[config.mk]
export PLATFORM = sky130hd
export DESIGN_NAME = lsu_mem_master
export DESIGN_NICKNAME = d
export VERILOG_FILES = /design/src/rtl/lsu_mem_master.sv
export SDC_FILE = /design/constraint.sdc
export NUM_CORES = 1
export LEC_CHECK = 0
export ABC_AREA = 1
export CORE_MARGIN = 3
export CORE_UTILIZATION = 50
export DETAILED_ROUTE_END_ITERATION = 7
export GPL_ROUTABILITY_DRIVEN = 0
export PLACE_DENSITY_LB_ADDON = 0.08
export SETUP_SLACK_MARGIN = 0.2
export SYNTH_ARGS = -nofsm -noshare
export SYNTH_HDL_FRONTEND = slang
export SYNTH_SLANG_ARGS = --single-unit
[constraint.sdc]
create_clock -name clock -period 2.1 [get_ports clock]
set_input_delay 0.42 -clock clock [delete_from_list [all_inputs] [get_ports clock]]
set_output_delay 0.42 -clock clock [all_outputs]
set_load 0.01 [all_outputs]
[src/rtl/lsu_mem_master.sv]
// Data-memory initiator: one load/store in flight, word-aligned byte-masked memory port,
// sign/zero-extended load return; misaligned or illegal ops are answered without a memory access.
module lsu_mem_master #(
  parameter int MEM_WAIT = 1
) (
  input  logic        clock,
  input  logic        reset,
  input  logic        req_valid,
  output logic        req_ready,
  input  logic        req_write,
  input  logic [2:0]  req_funct3,
  input  logic [31:0] req_addr,
  input  logic [31:0] req_wdata,
  output logic        resp_valid,
  input  logic        resp_ready,
  output logic [31:0] resp_rdata,
  output logic        resp_err,
  output logic        mem_valid,
  output logic        mem_write_enable,
  output logic [31:0] mem_addr,
  output logic [31:0] mem_wdata,
  output logic [3:0]  mem_wmask,
  input  logic [31:0] mem_rdata
);

  // state  | meaning
  // IDLE   | ready for a new op (once out of reset)
  // ACCESS | memory request held for MEM_WAIT cycles, wait counter counts down
  // RESP   | response presented until the consumer takes it
  localparam logic [1:0] IDLE   = 2'd0;
  localparam logic [1:0] ACCESS = 2'd1;
  localparam logic [1:0] RESP   = 2'd2;

  localparam int CW = (MEM_WAIT > 1) ? $clog2(MEM_WAIT) : 1;
  localparam logic [CW-1:0] CNT_LOAD = CW'(MEM_WAIT - 1);

  logic [1:0]    state;
  logic          armed;
  logic [CW-1:0] cnt;

  logic          op_write;
  logic [2:0]    op_f3;
  logic [1:0]    op_off;
  logic [29:0]   op_word;
  logic [31:0]   op_wdata;
  logic [3:0]    op_mask;
  logic [31:0]   rdata_q;
  logic          err_q;

  logic          accept;
  logic          req_err;
  logic [1:0]    req_off;
  logic [3:0]    req_mask;
  logic          access;
  logic          last;
  logic [31:0]   sh;
  logic [31:0]   ext;

  // armed keeps req_ready low while reset is asserted and for the first edge after release
  assign req_ready = armed && (state == IDLE);
  assign accept    = req_valid && req_ready;
  assign req_off   = req_addr[1:0];
  assign access    = (state == ACCESS);
  assign last      = (cnt == '0);

  always_comb begin
    req_err = 1'b0;
    if (req_funct3 == 3'b011 || req_funct3 == 3'b110 || req_funct3 == 3'b111)
      req_err = 1'b1;
    if (req_write && req_funct3[2])
      req_err = 1'b1;
    if (req_funct3[1:0] == 2'b01 && req_off[0])
      req_err = 1'b1;
    if (req_funct3[1:0] == 2'b10 && req_off != 2'b00)
      req_err = 1'b1;
  end

  always_comb begin
    req_mask = 4'b0000;
    case (req_funct3[1:0])
      2'b00:   req_mask = 4'b0001 << req_off;
      2'b01:   req_mask = 4'b0011 << req_off;
      2'b10:   req_mask = 4'b1111;
      default: req_mask = 4'b0000;
    endcase
  end

  always_comb begin
    sh  = mem_rdata >> {op_off, 3'b000};
    ext = 32'h0;
    case (op_f3)
      3'b000:  ext = {{24{sh[7]}}, sh[7:0]};
      3'b100:  ext = {24'h0, sh[7:0]};
      3'b001:  ext = {{16{sh[15]}}, sh[15:0]};
      3'b101:  ext = {16'h0, sh[15:0]};
      3'b010:  ext = sh;
      default: ext = 32'h0;
    endcase
    if (op_write)
      ext = 32'h0;
  end

  always_ff @(posedge clock or negedge reset) begin
    if (!reset) begin
      state    <= IDLE;
      armed    <= 1'b0;
      cnt      <= '0;
      op_write <= 1'b0;
      op_f3    <= 3'b000;
      op_off   <= 2'b00;
      op_word  <= 30'h0;
      op_wdata <= 32'h0;
      op_mask  <= 4'h0;
      rdata_q  <= 32'h0;
      err_q    <= 1'b0;
    end else begin
      armed <= 1'b1;
      case (state)
        IDLE: begin
          if (accept) begin
            op_write <= req_write;
            op_f3    <= req_funct3;
            op_off   <= req_off;
            op_word  <= req_addr[31:2];
            op_wdata <= req_wdata << {req_off, 3'b000};
            op_mask  <= req_mask;
            rdata_q  <= 32'h0;
            err_q    <= req_err;
            cnt      <= CNT_LOAD;
            state    <= req_err ? RESP : ACCESS;
          end
        end
        ACCESS: begin
          if (last) begin
            rdata_q <= ext;
            state   <= RESP;
          end else begin
            cnt <= cnt - 1'b1;
          end
        end
        RESP: begin
          if (resp_ready)
            state <= IDLE;
        end
        default: state <= IDLE;
      endcase
    end
  end

  assign resp_valid       = (state == RESP);
  assign resp_rdata       = resp_valid ? rdata_q : 32'h0;
  assign resp_err         = resp_valid && err_q;
  assign mem_valid        = access;
  assign mem_write_enable = access && op_write && last;
  assign mem_addr         = access ? {op_word, 2'b00} : 32'h0;
  assign mem_wdata        = (access && op_write) ? op_wdata : 32'h0;
  assign mem_wmask        = access ? op_mask : 4'h0;

endmodule

==> impl_metrics.json <==
{
  "cpMaxStageDelayCell": "sky130_fd_sc_hd__dfrtp_1",
  "synthesis.area_sq_mm": 0.00601,
  "postRouteWirelength_um": 18100,
  "clk_pin_slew_ns": 0.08,
  "cells_along_the_critical_path": "inv_2, buf_6, nor2_4, clkinv_4, buf_12, buf_16, nor2_1, buf_2",
  "syn_avg_cell_area_sq_um": 7.05,
  "grt_overflow_total": 0,
  "required_ns": 1.68,
  "min_period_ns": 2.01,
  "worst_setup_path_start_kind": "flip-flop",
  "power_leakage_uw": 0.00430,
  "timing.critical_path.fanout_max": 6,
  "layout_common_cells": "sky130_fd_sc_hd__nand2_1, sky130_fd_sc_hd__inv_1, sky130_fd_sc_hd__dfrtp_1",
  "starting_density_of_the_core_pct": 52.0,
  "cap_viol_max_count": 0,
  "max-clock-path-buffers": 2,
  "grt_antenna_before_repair": 0,
  "tritoncts_num_sinks": 108,
  "critPathMaxStageDelay_ns": 0.34,
  "setup_tns_ns": 0,
  "outcome": "finished clean",
  "max-slew-margin-rel_pct": 54.5,
  "gr-usage-all-layers_pct": 26.3,
  "grt_max_degree": 109,
  "drt_pass1_iterations": 5,
  "port_buffers": 206,
  "yosys_warnings": 0,
  "antenna_cells": 0,
  "detailedRoute.firstIterationViolations": 565,
  "period_utilisation_layout_pct": 95.8,
  "chipHeight_um": 116,
  "largest_cells_by_area_after_synthesis": "sky130_fd_sc_hd__dfrtp_1, sky130_fd_sc_hd__nand2_1, sky130_fd_sc_hd__inv_1",
  "worst_hold_slack_ns": 0.113,
  "final_cells": 1205,
  "top_level_ports": 209,
  "final_layout_size_suffix_gt1_share_pct": 20.5,
  "vdd_drop_max_uv": 502,
  "worst_case_clock_skew_ns": 0.0113,
  "dieWidth_um": 116,
  "vias_per_instance": 5.20,
  "rsz0062_at_grt": "yes",
  "post_synth_inst_count": 853,
  "number_of_global_route_vias_before_repair": 5895,
  "hold_viol": 0,
  "synth_seq_area_share_pct": 44.9,
  "synth-seq-cells": 108,
  "library_cell_with_the_largest_summed_area_after_synthesis": "sky130_fd_sc_hd__dfrtp_1",
  "mostFrequentLayoutCell": "sky130_fd_sc_hd__nand2_1",
  "grt_pass1_wl_um": 27800,
  "cts_buffers": 9,
  "pwr_density_cell_mw_per_mm2": 740,
  "hold_path_class": "in2async",
  "critical_path_arrival_ns": 1.59,
  "layout-area-overhead-vs-synth_pct": 42.6,
  "cts_hold_buffers": 0,
  "number_of_cells_after_detailed_placement": 1171,
  "worstSkewPairLatency_ns": 0.36,
  "yosys.cell_types.count": 31,
  "clock_tree.root_cell": "sky130_fd_sc_hd__clkbuf_16",
  "preCtsSetupSlack_ns": 0.0730,
  "post-route-util_pct": 74.1,
  "die_area_sq_mm": 0.0134,
  "postRouteAntennaNets": 0,
  "via_count": 6265,
  "finalWorstSetupSlack_ns": 0.0889,
  "wl_per_cell_um": 15.1,
  "floorplan.core_area_sq_mm": 0.0116,
  "setup_viol_count_final": 0,
  "ctsHtreeMaxLevel": 3,
  "achievable-frequency_ghz": 0.497,
  "final_max_slew_viol_count": 0,
  "std_cell_rows": 39,
  "design.final.nets": 1161,
  "criticalPathCategory": "reg2out",
  "endpoint_kind": "output port",
  "tightestPinTransition_ns": 0.682,
  "detail_route.drc_violations": 0,
  "detailed_place_hpwl_um": 11900,
  "synthDominantCellAreaShare_pct": 44.9,
  "tritoncts": "done"
}
[cells by family (layout without fill, tap and decap cells)]
| family | count (synthesis) | count (layout) | share of synthesized area (%) |
|---|---|---|---|
| buffers and inverters | 180 | 388 | 13.1 |
| and+or+nand+nor | 428 | 428 | 29.0 |
| AOI/OAI and AO/OA | 135 | 135 | 12.8 |
| DFF | 108 | 108 | 44.9 |
| other | 2 | 3 | 0.125 |
[synthesized netlist by cell type, drive strengths merged]
master    n
nor2    122
nand4     2
buf      38
a22oi     4
o22ai    23
a21oi     2
clkbuf   14
inv     127
o21ai    89
or2       9
o211ai   16
conb      2
nand3    46
clkinv    1
o21a      1
dfrtp   108
nor3      1
nand2   248
[through the flow]
step           total power (uW)  cell area [sq um]
6_report                   6340               8570
5_1_grt                    6730               8570
4_1_cts                    6240               8270
3_5_place_dp               4520               8170
3_3_place_gp               4480               8170
2_1_floorplan              3850               6020
[per-layer routing]
layer / vias to the layer above / GRT usage, % / routed length, um
li1: 3036 / - / -
met1: 2920 / 33.9 / 7610
met2: 260 / 43.4 / 8650
met3: 49 / 4.96 / 1300
met4: 0 / 11.7 / 585
met5: - / 0 / 0
[path summary, 6_finish.rpt]
| check | endpoint | from | slack [ns] | cells past startpoint |
|---|---|---|---|---|
| max | resp_rdata[5] | state[1] | 0.09 | 8 |
| max reg2reg | rdata_q[25] | state[1] | 0.39 | 8 |
| min in group clock | rdata_q[31] | rdata_q[31] | 0.49 | 2 |
| min | rdata_q[4] | reset | 0.11 | 2 |
| max in group asynchronous | state[0] | reset | 1.49 | 2 |
| min reg2reg | rdata_q[31] | rdata_q[31] | 0.49 | 2 |
[sequential cells by signal, summed over array words and instances (netlist names), 2 cells and up]
signal and cells:
op_wdata 32, rdata_q 32, state 2, op_off 2
op_mask 4, op_word 30, op_f3 3
[power by group]
group          internal [uW]  leakage (uW)  switching (uW)
Clock                    852      0.000133             821
Combinational            813       0.00279            1220
Sequential              2480       0.00138             161
Total                   4140       0.00430            2200
[final cells by class]
cell class                 instances  area [sq um]
clock buffer                      11           243
clock inverter                     5          41.3
fill                             923          2990
inverter                         128           492
multi-input combinational        566          2720
sequential                       108          2700
tap                              143           179
timing repair buffer             244          2200
[worst max-delay path, delay by kind of cell, from the launching register on]
family	cells	cell delay [ns]
AND/OR/NAND/NOR	2	0.20
buffers and inverters	6	0.68
flip-flops	1	0.34
[what timing repair did]
| item | in CTS | in global routing |
|---|---|---|
| buffers inserted | 6 | 6 |
| setup endpoints to repair | 103 | 96 |
| cloned | 3 | 3 |
| resized for setup | 311 | 152 |
| pin swaps | 1 | 1 |
No activity file was read; power rests on OpenSTA's default activity.
